==> config.mk <==
export PLATFORM = sky130hd
export DESIGN_NAME = dcache_assoc_flat
export DESIGN_NICKNAME = d
export VERILOG_FILES = /design/src/rtl/dcache_assoc_if.sv /design/src/rtl/dcache_assoc.sv /design/src/flat_wrapper.sv
export SDC_FILE = /design/constraint.sdc
export NUM_CORES = 2
export LEC_CHECK = 0
export BUFFER_PORTS_ARGS = -buffer_cell sky130_fd_sc_hd__buf_2
export CAP_MARGIN = 10
export CORE_MARGIN = 2
export CORE_UTILIZATION = 40
export CTS_BUF_LIST = sky130_fd_sc_hd__clkbuf_4 sky130_fd_sc_hd__clkbuf_8
export CTS_CLUSTER_SIZE = 28
export DETAILED_ROUTE_END_ITERATION = 16
export MAX_ROUTING_LAYER = met4
export SLEW_MARGIN = 20
export SYNTH_ARGS = -nofsm -noshare
export SYNTH_HDL_FRONTEND = slang
export SYNTH_SLANG_ARGS = --single-unit
==> constraint.sdc <==
create_clock -name CLK -period 5.97 [get_ports CLK]
set_input_delay 0 -clock CLK [delete_from_list [all_inputs] [get_ports CLK]]
set_output_delay 0 -clock CLK [all_outputs]
set_load 0.05 [all_outputs]
==> src/rtl/dcache_assoc_if.sv <==
// Datapath-side and memory-side signals of the 2-way data cache.
interface dcache_assoc_if;
  logic        dmemREN;
  logic        dmemWEN;
  logic [31:0] dmemaddr;
  logic [31:0] dmemstore;
  logic        halt;
  logic        dhit;
  logic [31:0] dmemload;
  logic        flushed;
  logic        dREN;
  logic        dWEN;
  logic [31:0] daddr;
  logic [31:0] dstore;
  logic [31:0] dload;
  logic        dwait;

  // The cache serves the datapath and issues transfers to memory.
  modport slave (
    input  dmemREN, dmemWEN, dmemaddr, dmemstore, halt, dload, dwait,
    output dhit, dmemload, flushed, dREN, dWEN, daddr, dstore
  );

  // Environment side: datapath requests plus the memory responder.
  modport master (
    output dmemREN, dmemWEN, dmemaddr, dmemstore, halt, dload, dwait,
    input  dhit, dmemload, flushed, dREN, dWEN, daddr, dstore
  );
endinterface

==> src/rtl/dcache_assoc.sv <==
// 2-way set-associative, write-back, write-allocate data cache with LRU
// replacement and a halt-triggered flush that finally stores the hit count.
module dcache_assoc #(
  parameter int unsigned SETS    = 8,
  parameter int unsigned WORDS   = 2,
  parameter logic [31:0] HITADDR = 32'h00003100
) (
  input logic           CLK,
  input logic           RST,
  dcache_assoc_if.slave bus
);
  localparam int unsigned OFFB = $clog2(WORDS);
  localparam int unsigned IDXB = $clog2(SETS);
  localparam int unsigned TAGB = 30 - OFFB - IDXB;
  localparam int unsigned WCB  = (OFFB > 0) ? OFFB : 1;

  typedef enum logic [2:0] {IDLE, WB, FILL, FLUSH, HITWR, DONE} stateT;

  stateT            state, nextState;
  logic [TAGB-1:0]  tags [SETS][2];
  logic [31:0]      data [2][SETS][WORDS];
  logic [1:0]       valid [SETS];
  logic [1:0]       dirty [SETS];
  logic [SETS-1:0]  lru;
  logic [TAGB-1:0]  missTag;
  logic [IDXB-1:0]  missIdx;
  logic             victim;
  logic [WCB-1:0]   wordCnt;
  logic [IDXB-1:0]  flushSet;
  logic             flushWay;
  logic [31:0]      hitCount;

  logic [TAGB-1:0]  reqTag;
  logic [IDXB-1:0]  reqIdx;
  logic [WCB-1:0]   reqWord;
  logic             req, hit0, hit1, anyHit, hitWay, newVictim;
  logic             lastWord, lastLine;
  logic             hitUpd, startMiss, wordInc, wordClr, fillWe, install, lineAdv, lineClean;
  logic             unusedBits;

  function automatic logic [31:0] mkAddr(input logic [TAGB-1:0] t, input logic [IDXB-1:0] i,
                                         input logic [WCB-1:0] w);
    return (32'(t) << (2 + OFFB + IDXB)) | (32'(i) << (2 + OFFB)) | (32'(w) << 2);
  endfunction

  assign reqTag     = bus.dmemaddr[31 -: TAGB];
  assign reqIdx     = bus.dmemaddr[2 + OFFB +: IDXB];
  // With one word per block the offset field is empty, so the word is always 0.
  assign reqWord    = (OFFB == 0) ? '0 : bus.dmemaddr[2 +: WCB];
  assign req        = bus.dmemREN | bus.dmemWEN;
  assign hit0       = valid[reqIdx][0] && (tags[reqIdx][0] == reqTag);
  assign hit1       = valid[reqIdx][1] && (tags[reqIdx][1] == reqTag);
  assign anyHit     = hit0 | hit1;
  assign hitWay     = ~hit0;
  assign newVictim  = !valid[reqIdx][0] ? 1'b0 : (!valid[reqIdx][1] ? 1'b1 : lru[reqIdx]);
  assign lastWord   = (wordCnt == WCB'(WORDS - 1));
  assign lastLine   = (flushSet == IDXB'(SETS - 1)) && flushWay;
  assign unusedBits = ^bus.dmemaddr[1:0];

  // Next-state, memory strobes and datapath outputs.
  always_comb begin
    nextState    = state;
    hitUpd       = 1'b0;
    startMiss    = 1'b0;
    wordInc      = 1'b0;
    wordClr      = 1'b0;
    fillWe       = 1'b0;
    install      = 1'b0;
    lineAdv      = 1'b0;
    lineClean    = 1'b0;
    bus.dhit     = 1'b0;
    bus.dmemload = '0;
    bus.flushed  = 1'b0;
    bus.dREN     = 1'b0;
    bus.dWEN     = 1'b0;
    bus.daddr    = '0;
    bus.dstore   = '0;
    unique case (state)
      IDLE: begin
        if (bus.halt) begin
          nextState = FLUSH;
        end else if (req) begin
          if (anyHit) begin
            bus.dhit     = 1'b1;
            bus.dmemload = data[hitWay][reqIdx][reqWord];
            hitUpd       = 1'b1;
          end else begin
            startMiss = 1'b1;
            nextState = (valid[reqIdx][newVictim] && dirty[reqIdx][newVictim]) ? WB : FILL;
          end
        end
      end
      WB: begin
        bus.dWEN   = 1'b1;
        bus.daddr  = mkAddr(tags[missIdx][victim], missIdx, wordCnt);
        bus.dstore = data[victim][missIdx][wordCnt];
        if (!bus.dwait) begin
          if (lastWord) begin
            wordClr   = 1'b1;
            nextState = FILL;
          end else begin
            wordInc = 1'b1;
          end
        end
      end
      FILL: begin
        bus.dREN  = 1'b1;
        bus.daddr = mkAddr(missTag, missIdx, wordCnt);
        if (!bus.dwait) begin
          fillWe = 1'b1;
          if (lastWord) begin
            install   = 1'b1;
            wordClr   = 1'b1;
            nextState = IDLE;
          end else begin
            wordInc = 1'b1;
          end
        end
      end
      FLUSH: begin
        if (valid[flushSet][flushWay] && dirty[flushSet][flushWay]) begin
          bus.dWEN   = 1'b1;
          bus.daddr  = mkAddr(tags[flushSet][flushWay], flushSet, wordCnt);
          bus.dstore = data[flushWay][flushSet][wordCnt];
          if (!bus.dwait) begin
            if (lastWord) begin
              wordClr   = 1'b1;
              lineClean = 1'b1;
              lineAdv   = 1'b1;
            end else begin
              wordInc = 1'b1;
            end
          end
        end else begin
          lineAdv = 1'b1;
        end
        if (lineAdv && lastLine) nextState = HITWR;
      end
      HITWR: begin
        bus.dWEN   = 1'b1;
        bus.daddr  = {HITADDR[31:2], 2'b00};
        bus.dstore = hitCount;
        if (!bus.dwait) nextState = DONE;
      end
      DONE: bus.flushed = 1'b1;
      default: nextState = IDLE;
    endcase
    // Outputs stay quiet for the whole reset cycle, even mid-transfer.
    if (RST) begin
      bus.dhit     = 1'b0;
      bus.dmemload = '0;
      bus.flushed  = 1'b0;
      bus.dREN     = 1'b0;
      bus.dWEN     = 1'b0;
      bus.daddr    = '0;
      bus.dstore   = '0;
    end
  end

  // State register.
  always_ff @(posedge CLK) begin
    if (RST) state <= IDLE;
    else     state <= nextState;
  end

  // Line metadata, counters and the latched miss request.
  always_ff @(posedge CLK) begin
    if (RST) begin
      for (int s = 0; s < SETS; s++) begin
        valid[s] <= '0;
        dirty[s] <= '0;
      end
      lru      <= '0;
      wordCnt  <= '0;
      hitCount <= '0;
      flushSet <= '0;
      flushWay <= 1'b0;
      missTag  <= '0;
      missIdx  <= '0;
      victim   <= 1'b0;
    end else begin
      if (hitUpd) begin
        hitCount    <= hitCount + 32'd1;
        lru[reqIdx] <= ~hitWay;
        if (bus.dmemWEN) dirty[reqIdx][hitWay] <= 1'b1;
      end
      if (startMiss) begin
        missTag <= reqTag;
        missIdx <= reqIdx;
        victim  <= newVictim;
      end
      if (wordClr)      wordCnt <= '0;
      else if (wordInc) wordCnt <= wordCnt + 1'b1;
      if (install) begin
        valid[missIdx][victim] <= 1'b1;
        dirty[missIdx][victim] <= 1'b0;
        lru[missIdx]           <= ~victim;
      end
      if (lineClean) dirty[flushSet][flushWay] <= 1'b0;
      if (lineAdv) begin
        flushWay <= ~flushWay;
        if (flushWay) flushSet <= flushSet + 1'b1;
      end
    end
  end

  // Tag and data arrays; contents are not cleared by reset.
  always_ff @(posedge CLK) begin
    if (!RST) begin
      if (hitUpd && bus.dmemWEN) data[hitWay][reqIdx][reqWord] <= bus.dmemstore;
      if (fillWe)  data[victim][missIdx][wordCnt] <= bus.dload;
      if (install) tags[missIdx][victim] <= missTag;
    end
  end
endmodule

==> src/flat_wrapper.sv <==
// flat-port wrapper written by rule: the top's interface ports become plain ports
module dcache_assoc_flat 
#(
  parameter int unsigned SETS    = 8,
  parameter int unsigned WORDS   = 2,
  parameter logic [31:0] HITADDR = 32'h00003100
)
  (CLK, RST, bus_dmemREN, bus_dmemWEN, bus_dmemaddr, bus_dmemstore, bus_halt, bus_dload, bus_dwait, bus_dhit, bus_dmemload, bus_flushed, bus_dREN, bus_dWEN, bus_daddr, bus_dstore);
  dcache_assoc_if bus_i ();
  input logic CLK;
  input logic RST;
  input wire logic [$bits(bus_i.dmemREN)-1:0] bus_dmemREN;
  input wire logic [$bits(bus_i.dmemWEN)-1:0] bus_dmemWEN;
  input wire logic [$bits(bus_i.dmemaddr)-1:0] bus_dmemaddr;
  input wire logic [$bits(bus_i.dmemstore)-1:0] bus_dmemstore;
  input wire logic [$bits(bus_i.halt)-1:0] bus_halt;
  input wire logic [$bits(bus_i.dload)-1:0] bus_dload;
  input wire logic [$bits(bus_i.dwait)-1:0] bus_dwait;
  output wire logic [$bits(bus_i.dhit)-1:0] bus_dhit;
  output wire logic [$bits(bus_i.dmemload)-1:0] bus_dmemload;
  output wire logic [$bits(bus_i.flushed)-1:0] bus_flushed;
  output wire logic [$bits(bus_i.dREN)-1:0] bus_dREN;
  output wire logic [$bits(bus_i.dWEN)-1:0] bus_dWEN;
  output wire logic [$bits(bus_i.daddr)-1:0] bus_daddr;
  output wire logic [$bits(bus_i.dstore)-1:0] bus_dstore;
  assign bus_i.dmemREN = bus_dmemREN;
  assign bus_i.dmemWEN = bus_dmemWEN;
  assign bus_i.dmemaddr = bus_dmemaddr;
  assign bus_i.dmemstore = bus_dmemstore;
  assign bus_i.halt = bus_halt;
  assign bus_i.dload = bus_dload;
  assign bus_i.dwait = bus_dwait;
  assign bus_dhit = bus_i.dhit;
  assign bus_dmemload = bus_i.dmemload;
  assign bus_flushed = bus_i.flushed;
  assign bus_dREN = bus_i.dREN;
  assign bus_dWEN = bus_i.dWEN;
  assign bus_daddr = bus_i.daddr;
  assign bus_dstore = bus_i.dstore;
  dcache_assoc #(.SETS(SETS), .WORDS(WORDS), .HITADDR(HITADDR)) u_core (.CLK(CLK), .RST(RST), .bus(bus_i));
endmodule
==> impl_metrics.csv <==
group,metric,value,unit
logic_synthesis,biggest_area_contributors_in_the_synthesized_netlist,"sky130_fd_sc_hd__edfxtp_1 (51%), sky130_fd_sc_hd__mux4_2 (24%), sky130_fd_sc_hd__mux2i_1 (6.8%)",
drt,vias,60660,
grt,grt_overflow,0,
worst_setup_path,rr_startpoint,"u_core.tags[7][51]",
logic_synthesis,syn-instance-count,5322,
grt,grt_start_max_net_pins,100,
grt,grt_busiest_layer,"met2",
grt,grt_pass1_vias,59064,
clock_tree,clkTransAtPathRegs,0.06,ns
clock_tree,tritoncts,"done",
logic_synthesis,yosysSeqAreaShare,53.8,%
worst_setup_path,critical_path_arrival,5.82,ns
final_layout,nets,5904,
drt,drt-wirelength-per-cell,37.5,µm
logic_synthesis,predominant_post_synthesis_flop_cell,"sky130_fd_sc_hd__edfxtp_1",
timing,worst_slew_margin_rel,21.3,%
logic_synthesis,async_flop_share,0,%
die,floorplan.rows,169,
clock_tree,clock_sinks,1558,
worst_hold_path,hold_path.class,"input pin to flop",
logic_synthesis,yosysWarningCount,0,
placement,place.port_buffers,197,
worst_setup_path,cp-end-kind,"output port",
placement,hpwl,203000,µm
drt,initial_drt_pass_iterations,8,
worst_setup_path,data_required_time_at_the_worst_endpoint,5.97,ns
drt,avgViaCountPerCell,6.86,
clock_tree,cts_root_buf,"sky130_fd_sc_hd__clkbuf_8",
status,run_status,"completed",
worst_setup_path,reg2reg_slack,1.07,ns
grt,grt_pass1_wl,457000,µm
die,core_area,212000,µm²
logic_synthesis,synth_top_area_cell,"sky130_fd_sc_hd__edfxtp_1",
clock_tree,cts_max_path_buffers,4,
timing,worstMarginPinSlew,1.18,ns
timing,hold_viol_final,0,
worst_setup_path,cp_max_fo,14,
worst_setup_path,rr_worst_depth,13,
logic_synthesis,synth_edf_count,1456,
grt,globalRouteMet3Util,8.14,%
grt,grtUsageTotal,30.9,%
timing,max_freq,0.172,GHz
logic_synthesis,yosysUniqueCellTypes,75,
drt,wl,331000,µm
grt,number_of_antenna_violations_at_the_first_check_in_global_routing,14,
timing,setup_violations,0,
timing,layout_min_cycle_time,5.82,ns
logic_synthesis,netlist.area_leader.share,51.4,%
flow_run,timing.max_cap.violations,0,
clock_tree,htreeDepth,5,
drt,first_iter_violations,9866,
worst_setup_path,crit_path_start_kind,"flop",
logic_synthesis,synth.avg_cell_area,16.0,µm²
timing,fin_crit_sh,97.5,%
power,powerDensity,279,nW/µm²
timing,timing.clock.skew,0.112,ns
logic_synthesis,mappedNetlistArea,85100,µm²
die,floorplan.io_pins,202,
timing,finalSetupTns,0,ns
worst_setup_path,crit-reg2reg-capture,"u_core.data[1][288]",
logic_synthesis,ys_ff_latch,1558,
worst_setup_path,critical_path_class,"flop to output port",
final_layout,fill_cells,18098,
grt,gr-usage-met1,40.1,%
clock_tree,clk-insertion-delay-late,1.08,ns
die,fp.dieW,465,µm
power,power_leakage,31.3,nW
grt,use_met2,44.9,%
die,initial_core_util,40.2,%
drt,drtAntennaViolNets,0,
final_layout,fraction_of_layout_cells_with_a_size_suffix_above_1,34.7,%
worst_setup_path,crit_start,"u_core.missIdx[2]",
placement,routabilityCongestion,0.937,
timing,timing_max_transition_violations_final,0,
die,full_die_area,216000,µm²
worst_setup_path,crit_end,"bus_dstore[1]",
power,worst_ir_drop_on_vdd,262,µV
die,die_y,465,µm
timing,rsz0062_at_grt,"no",
power,post_layout_power,27.6,mW
drt,post-route-drc-count,0,
final_layout,syn2layout_area_growth,16.2,%
clock_tree,clock_buffer_count_from_cts,292,
[registers in the layout, indices dropped and copies added (netlist names), named ones only]
signal / cells
u_core.data: 1024
u_core.tags: 416
u_core.hitCount: 32
u_core.missTag: 26
u_core.dirty: 16
u_core.valid: 16
u_core.lru: 8
u_core.flushSet: 3
u_core.missIdx: 3
u_core.state: 3
u_core.flushWay: 1
u_core.lastWord: 1
u_core.victim: 1
[placed cells by master (no fill, tap or decap), drive strengths merged, types with 47 or more instances in the layout]
cell and instances:
a21oi 121, a221oi 54, a22oi 170, buf 502, clkbuf 378, clkinv 111
dfxtp 102, dlygate4sd3 148, edfxtp 1456, mux2 101, mux2i 576, mux4 913
nand2 229, nand4 47, nor2 359, nor3 49, o21ai 116, o22ai 108
[synth_stat cells (47+ instances only)]
cell	number
sky130_fd_sc_hd__a21oi_1	121
sky130_fd_sc_hd__a221oi_1	52
sky130_fd_sc_hd__a22oi_1	170
sky130_fd_sc_hd__buf_1	84
sky130_fd_sc_hd__buf_2	49
sky130_fd_sc_hd__clkbuf_1	287
sky130_fd_sc_hd__dfxtp_1	102
sky130_fd_sc_hd__edfxtp_1	1456
sky130_fd_sc_hd__mux2_2	100
sky130_fd_sc_hd__mux2i_1	576
sky130_fd_sc_hd__mux4_2	913
sky130_fd_sc_hd__nand2_1	229
sky130_fd_sc_hd__nand4_1	47
sky130_fd_sc_hd__nor2_1	357
sky130_fd_sc_hd__nor3_1	49
sky130_fd_sc_hd__o21ai_0	109
sky130_fd_sc_hd__o22ai_1	108
[worst min-delay path by stage]
stage	startpoint	end	slack [ns]	depth (start not counted)
3_3_place_gp	bus_dmemaddr[28]	u_core.missTag[22]	0.29	3
2_1_floorplan	bus_dmemaddr[6]	u_core.missTag[0]	0.15	2
5_1_grt	bus_dload[9]	u_core.data[0][233]	0.04	5
4_1_cts	bus_dload[29]	u_core.data[0][93]	0.02	3
3_5_place_dp	bus_dmemaddr[29]	u_core.missTag[23]	0.30	3
6_report	bus_dload[23]	u_core.data[1][343]	0.02	5
[logic make-up after synthesis]
group	count (synthesis)	synth area share, %
DFF	1558	53.8
and+or+nand+nor	865	4.65
other	1	0.00441
muxes	1590	32.3
xor gates and xnor gates	48	0.494
AOI/OAI and AO/OA	759	6.16
buffers and inverters	497	2.57
adders and majority gates	4	0.0588
[power breakdown]
part | total [mW] | switching [mW] | internal (mW)
clock network | 10.2 | 4.75 | 5.49
registers | 12.7 | 0.374 | 12.3
logic | 4.64 | 2.79 | 1.85
total | 27.6 | 7.92 | 19.7
[critical path: stages, from the launching register on]
cell	delay (ns)
sky130_fd_sc_hd__dfxtp_4	0.62
sky130_fd_sc_hd__and2_1	0.92
sky130_fd_sc_hd__nand2_1	0.75
sky130_fd_sc_hd__buf_4	0.47
sky130_fd_sc_hd__o22ai_1	0.14
sky130_fd_sc_hd__nor3_1	0.07
sky130_fd_sc_hd__o21ai_0	0.44
sky130_fd_sc_hd__nand2_1	0.12
sky130_fd_sc_hd__a31oi_1	0.81
sky130_fd_sc_hd__buf_2	0.41
[stage by stage]
stage               utilization [%]  hold slack, ns  instance area (µm²)  setup WS (ns)  std cells
floorplan                         -           0.147                85100           1.35       5323
global placement               43.2           0.295                91500          0.677       8162
detailed placement             43.2           0.303                91500          0.657       8162
CTS                            46.4          0.0187                98200         0.0145       8789
global route                   46.7          0.0436                98800         0.0656       8839
finish                         46.7          0.0237                98800          0.151       8840
[routing by layer]
metal | up-vias | share of wire (%)
met4 | 0 | 6.0
met3 | 1063 | 13
met2 | 4938 | 44
met1 | 31260 | 37
li1 | 23399 | -
met5 | - | 0
[area by class of cell]
type	count	area (µm²)	area share (%)
antenna	9	22.5	0.0228
clock buffer	377	4750	4.81
clock inverter	129	776	0.785
inverter	26	97.6	0.0987
multi-input combinational	3269	37700	38.1
sequential	1558	45800	46.4
tap	2821	3530	3.57
timing repair buffer	651	6160	6.24
[repair_timing]
item / 4_1_cts / 5_1_grt
setup endpoints to repair: 0 / 1
hold endpoints to repair: 500 / 480
hold buffers: 121 / 41
buffers inserted: 0 / 0
gates resized for setup: 0 / 4
Power figures use the tool's default switching activity.
